[src/rtl/alu_mul_seq_pkg.sv]
// Shared definitions for the sequenced multiplier: register/ALU widths,
// the ALU opcodes it drives, and its controller state encoding.
package alu_mul_seq_pkg;

    localparam int RegWidth       = 16;
    localparam int AluOpWidth     = 4;
    localparam int MSeqStateWidth = 2;

    localparam logic [AluOpWidth-1:0] ALU_OP_ADD = 4'h0;
    localparam logic [AluOpWidth-1:0] ALU_OP_LSL = 4'h6;

    typedef enum logic [MSeqStateWidth-1:0] {
        MSEQ_IDLE = 2'd0,
        MSEQ_ADD  = 2'd1,
        MSEQ_SHL  = 2'd2,
        MSEQ_DONE = 2'd3
    } mseq_state_e;

endpackage

[src/rtl/alu_mul_seq.sv]
// Shift-and-add unsigned multiplier with no datapath of its own: every add
// and every shift is borrowed from the shared ALU through a req/gnt pair.
// Each multiplier bit costs one ADD step and one SHL step; a withheld grant
// freezes the controller for that cycle.
module alu_mul_seq
    import alu_mul_seq_pkg::*;
#(
    parameter int W = RegWidth
) (
    input  logic                  clk,
    input  logic                  rst_n,
    input  logic                  start,
    input  logic [W-1:0]          a,
    input  logic [W-1:0]          b,
    output logic                  busy,
    output logic                  done,
    output logic [W-1:0]          result,
    output logic                  alu_req,
    input  logic                  alu_gnt,
    output logic [AluOpWidth-1:0] alu_op,
    output logic [W-1:0]          alu_rs,
    output logic [W-1:0]          alu_rt,
    input  logic [W-1:0]          alu_rd
);

    mseq_state_e  state;
    logic [W-1:0] product;
    logic [W-1:0] mcand;
    logic [W-1:0] mplier;

    // Controller: operand capture, ALU write-back, and the registered
    // busy/done/result outputs.
    always_ff @(posedge clk or negedge rst_n) begin
        if (!rst_n) begin
            state   <= MSEQ_IDLE;
            product <= '0;
            mcand   <= '0;
            mplier  <= '0;
            busy    <= 1'b0;
            done    <= 1'b0;
            result  <= '0;
        end else begin
            done <= 1'b0;
            case (state)
                MSEQ_IDLE: begin
                    if (start) begin
                        product <= '0;
                        mcand   <= a;
                        mplier  <= b;
                        busy    <= 1'b1;
                        // A zero multiplier skips the ALU entirely.
                        if (b == '0) begin
                            state  <= MSEQ_DONE;
                            done   <= 1'b1;
                            result <= '0;
                        end else begin
                            state <= MSEQ_ADD;
                        end
                    end
                end
                MSEQ_ADD: begin
                    if (alu_gnt) begin
                        // The sum is always requested; it is kept only when
                        // the current multiplier bit is set.
                        if (mplier[0]) product <= alu_rd;
                        state <= MSEQ_SHL;
                    end
                end
                MSEQ_SHL: begin
                    if (alu_gnt) begin
                        mcand  <= alu_rd;
                        mplier <= mplier >> 1;
                        // Stop once no set multiplier bits remain; product is
                        // final here since SHL never touches it.
                        if (mplier[W-1:1] == '0) begin
                            state  <= MSEQ_DONE;
                            done   <= 1'b1;
                            result <= product;
                        end else begin
                            state <= MSEQ_ADD;
                        end
                    end
                end
                MSEQ_DONE: begin
                    state <= MSEQ_IDLE;
                    busy  <= 1'b0;
                end
                default: state <= MSEQ_IDLE;
            endcase
        end
    end

    // ALU drive decoded from state; parked at ADD 0,0 whenever not borrowing.
    always_comb begin
        alu_req = 1'b0;
        alu_op  = ALU_OP_ADD;
        alu_rs  = '0;
        alu_rt  = '0;
        case (state)
            MSEQ_ADD: begin
                alu_req = 1'b1;
                alu_rs  = product;
                alu_rt  = mcand;
            end
            MSEQ_SHL: begin
                alu_req = 1'b1;
                alu_op  = ALU_OP_LSL;
                alu_rs  = mcand;
                alu_rt  = {{(W-1){1'b0}}, 1'b1};
            end
            default: ;
        endcase
    end

endmodule

[config.mk]
export PLATFORM = sky130hd
export DESIGN_NAME = alu_mul_seq
export DESIGN_NICKNAME = d
export VERILOG_FILES = /design/src/rtl/alu_mul_seq_pkg.sv /design/src/rtl/alu_mul_seq.sv
export SDC_FILE = /design/constraint.sdc
export NUM_CORES = 1
export LEC_CHECK = 0
export CAP_MARGIN = 20
export CORE_AREA = 8 8 82 157
export DETAILED_ROUTE_END_ITERATION = 8
export DIE_AREA = 0 0 90 165
export GPL_ROUTABILITY_DRIVEN = 0
export PLACE_DENSITY = 0.68
export SYNTH_ARGS = -nofsm -noshare
export SYNTH_HDL_FRONTEND = slang
export SYNTH_SLANG_ARGS = --single-unit
[constraint.sdc]
create_clock -name clk -period 3.1 [get_ports clk]
set_clock_uncertainty 0.1 [all_clocks]
set_input_delay 0.62 -clock clk [delete_from_list [all_inputs] [get_ports clk]]
set_output_delay 0.62 -clock clk [all_outputs]
set_load 0.02 [all_outputs]
After elaboration in Yosys (flattened, before gate mapping):

Index checks and enable logic that the tools add are counted.

* memory bits (read-only): 0
* output and inout bits: 55
* memory bits (writable): 0
* bits in latches: 0
* input port bits: 52
* logic and storage cells: 60
* memories: 0
* register bits after elaboration: 68

* reductions and logical operators: 12
* mux-type cells: 32
* div/mod/pow operators: 0
* add/sub/neg operators: 0
* bitwise logic cells: 0
* shift operators: 0
* order comparisons: 0
* multiply operators: 0
* equal/unequal tests: 9

Operators with widths (number)
* one-hot mux 16 bit (2 select lines): 6
* two-way mux 16 bit: 11
* zero test 16 bit: 1
* zero test 15 bit: 1
* inequality test 2 bit (second input constant): 6
* two-way mux 2 bit: 5
* one-hot mux 2 bit (4 select lines): 1
* two-way mux 1 bit: 6
* AND reduction 3 bit: 2
* nonzero test 2 bit: 3
* AND reduction 5 bit: 1
* equality test 2 bit (second input constant): 2
* one-hot mux 1 bit (2 select lines): 2
* AND reduction 4 bit: 1
* two-way mux 3 bit: 1
* equality test 2 x 1 -> 1 bit (second input constant): 1
* zero test 2 bit: 1
* AND reduction 2 bit: 1
* OR reduction 2 bit: 1

Longest topological paths before layout:

* depth after elaboration: 4
* depth in mapped cells: 9

Least setup slack after synthesis:

OpenSTA, ideal clock, no wires.

* path kind: register to output
* start: reg state[0]
* end: out alu_rs[12]
* data required time: 2.380 ns
* arrival time: 1.862 ns
* path slack: 0.518 ns
* cell stages (with the launch flop): 8
* cell sequence: dfrtp_1 -> inv_1 -> ha_1 -> buf_2 -> and2_1 -> clkbuf_1 -> buf_2 -> a22o_1

* word-level cells in the longest chain between the ends: 2

RTL lines
* start: declaration: RTL line alu_mul_seq.sv:26 `mseq_state_e state;`
* start signal: assignment: RTL line alu_mul_seq.sv:35 `state <= MSEQ_IDLE;`
* start signal: assignment: RTL line alu_mul_seq.sv:53 `state <= MSEQ_DONE;`
* start signal: assignment: RTL line alu_mul_seq.sv:57 `state <= MSEQ_ADD;`
* equality test 2 bit / equality test 2 x 1 -> 1 bit (equally long branches): RTL line alu_mul_seq.sv:99 `case (state)`
* one-hot mux 16 bit (2 select lines) *: RTL line alu_mul_seq.sv:99
* end: declaration: RTL line alu_mul_seq.sv:21 `output logic [W-1:0] alu_rs,`

Mark *: on every way between the ends. The rest lies on a longest branch, timed or not.

Worst setup path after layout:

* start: reg state[1]
* end: out alu_rt[15]

* word-level cells in the longest chain between the ends: 2

RTL lines
* equality test 2 bit / equality test 2 x 1 -> 1 bit (equally long branches): RTL line alu_mul_seq.sv:99
* one-hot mux 16 bit (2 select lines) *: RTL line alu_mul_seq.sv:99
* end: declaration: RTL line alu_mul_seq.sv:22 `output logic [W-1:0] alu_rt,`

Marked as above.

==> summary.md <==
| Metric | Value |
|---|---|
| Syn_area_per_cell | `9.946 um2` |
| Clk_lat worst skew | `0.33 ns` |
| Synth Register Bits | `68` |
| Synth Instances | `374` |
| Crit path launch type | `flip-flop` |
| Worst Max-Slew Pin Slew | `0.6156 ns` |
| Final core occ | `0.4715` |
| CTS sink count | `68` |
| Die width | `90 um` |
| Buffers on Ports | `104` |
| Vias post-DR | `3157` |
| Full die area | `0.01485 mm2` |
| Ys flop type | `dfrtp_1` |
| Gr usage total | `0.1516` |
| 1st-iter DRT viols | `188` |
| Critical path endpoint category | `output port` |
| Min-Delay Path Class | `input pin to async pin` |
| Crit Path Class | `flip-flop to output port` |
| # rows | `54` |
| H-tree Lvls | `3` |
| Pwr dens | `933.1 mW/mm2` |
| Max cap viols | `0` |
| Layout area overhead | `37.03%` |
| Core footprint | `0.01081 mm2` |
| Chip height | `165 um` |
| Total CTS buffers | `9` |
| Layout fillers | `1045` |
| Final setup fails | `0` |
| Tot Pwr | `4757 uW` |
| Vias in the first global route | `3413` |
| Final #Nets | `526` |
| Vias per inst | `5.142` |
| EDFF count, synth | `0` |
| Part of the Yosys area used for sequential elements | `0.4575` |
| First-pass GRT wire length | `17880 um` |
| CTS clk-pin slew, worst paths | `0.05 ns` |
| Slew HR | `0.5896` |
| Wirelength, routed | `11060 um` |
| Asr flop ratio synth | `1.000` |
| Max VDD drop | `0.6519 mV` |
| Fin Setup TNS | `0 ns` |
| WP data required | `2.38 ns` |
| RSZ-0062 raised after global routing | `no` |
| Most common cell after layout, fill and taps aside | `clkdlybuf4s50_1` |
| CP arrival | `2.28 ns` |
| Fraction of final layout cells sized beyond drive strength 1 | `0.09302` |
| Max Root-Sink Buffers | `2` |
| Mapped cell area | `0.003720 mm2` |
| Initial antenna violation count | `1` |
| Highest-count cells in the layout ignoring fill and taps | `clkdlybuf4s50_1, dfrtp_1, o21ai_0, nand2_1` |
| Highest fanout seen on the critical path | `35` |
| Status | `complete, no violations` |
| Max Clk Rate | `0.3332 GHz` |
| Synth cell types | `39` |
| Post-DRT Antenna Nets | `0` |
| Fraction of the cycle the final worst path needs | `0.9683` |
| Area occupied by multi-input gates | `0.001729 mm2` |
| CTS tree | `built` |
| Routed length per placed instance | `18.01 um` |
| GRT overflow | `0` |
| Dpl hpwl | `8430 um` |
| I/O pins | `107` |
| CTS root buf | `clkbuf_16` |
| FF+latch area | `0.001702 mm2` |
| Drt drc | `0` |
| Pleak | `0.002197 uW` |
| Initial Util | `0.3441` |
| Crit path time final | `3.002 ns` |
| Hold_buf cts | `0` |
| Synth warn | `0` |
| DRT Pass-1 Iters | `4` |
| Final hold vios | `0` |
| Pins over their slew limit | `0` |
| Pin count of the biggest net entering global routing | `45` |
area by class of cell:
class / count / area share
diodes: 1 / 0.0004909
clock buffers: 13 / 0.04909
clock inverters: 2 / 0.006873
inverters: 21 / 0.01546
multi-input cells: 252 / 0.3392
flip-flops and latches: 68 / 0.3338
well taps: 140 / 0.03436
repair buffers: 117 / 0.2207
flip-flops by register name, summed over array words and instances, names as in the netlist:
register,count
state,2
result,16
busy,1
mcand,16
done,1
mplier,16
product,16
repair_timing:
item,CTS,global route
gates resized for setup,18,0
hold endpoints to repair,0,0
endpoints found under the setup margin,17,0
setup buffers,0,0
worst max-delay path, cell delays in order (launching register included):
cell and delay, ns:
dfrtp_1 0.43, inv_1 0.14, ha_1 0.17, buf_4 0.32, and3_1 0.23, clkdlybuf4s50_1 0.65
cell families (layout without fill, tap and decap cells):
logic type | Yosys count | after routing | synth area share
multiplexers | 33 | 33 | 0.08880
adder cells (fa/ha/maj) | 5 | 5 | 0.01682
AND/OR/NAND/NOR | 103 | 103 | 0.1578
AO/OA/AOI/OAI | 109 | 109 | 0.1974
other | 1 | 3 | 0.001008
buffers and inverters | 55 | 153 | 0.08073
flip-flops | 68 | 68 | 0.4574
synthesized netlist by cell type, types with 2 or more instances:
| master | instances | area share |
|---|---|---|
| a21oi_1 | 2 | 0.0027 |
| a22o_1 | 16 | 0.038 |
| and2_1 | 3 | 0.0050 |
| and3_1 | 15 | 0.025 |
| and4_1 | 2 | 0.0047 |
| buf_2 | 11 | 0.015 |
| buf_4 | 5 | 0.010 |
| buf_6 | 6 | 0.018 |
| clkbuf_1 | 11 | 0.011 |
| dfrtp_1 | 68 | 0.46 |
| ha_1 | 5 | 0.017 |
| inv_1 | 21 | 0.021 |
| mux2i_1 | 33 | 0.089 |
| nand2_1 | 34 | 0.034 |
| nand3_1 | 33 | 0.044 |
| nor2_1 | 3 | 0.0030 |
| nor2b_1 | 2 | 0.0034 |
| nor3_1 | 2 | 0.0027 |
| nor4_2 | 4 | 0.013 |
| nor4_4 | 3 | 0.017 |
| o21a_1 | 2 | 0.0040 |
| o21ai_0 | 51 | 0.069 |
| o21ai_1 | 12 | 0.016 |
| o31ai_1 | 13 | 0.026 |
| o31ai_2 | 3 | 0.010 |
stage by stage:
step	cell area, um2	hold slack, ns	cells	setup WS (ns)
2_1_floorplan	3724	0.2244	375	0.5179
3_3_place_gp	4830	0.3763	598	0.1601
3_5_place_dp	4830	0.3847	598	0.06788
4_1_cts	5095	0.2115	613	0.1012
5_1_grt	5097	0.2323	614	0.01238
6_report	5097	0.1964	614	0.09841
final timing paths:
kind | startpoint | end | slack, ns | depth (start not counted)
max in group asynchronous | rst_n | result[13] | 2.06 | 2
max | state[1] | alu_rt[15] | 0.1 | 5
max reg2reg | state[0] | mplier[6] | 0.60 | 7
min | rst_n | mplier[7] | 0.20 | 1
min in group clk | mplier[0] | mplier[0] | 0.40 | 2
min reg2reg | mplier[0] | mplier[0] | 0.40 | 2
routing by layer:
layer / GRT usage / share of wire / vias to the layer above
met5: 0 / 0 / -
met4: 0.09306 / 0.037 / 0
met3: 0.03050 / 0.045 / 24
met2: 0.2774 / 0.53 / 107
met1: 0.1553 / 0.39 / 1502
li1: - / - / 1524
report_power, final:
part	switching, uW	internal (uW)
sequential	289	1180
combinational	1420	889
clock	347	639
total	2050	2710
Power figures use the tool's default switching activity.
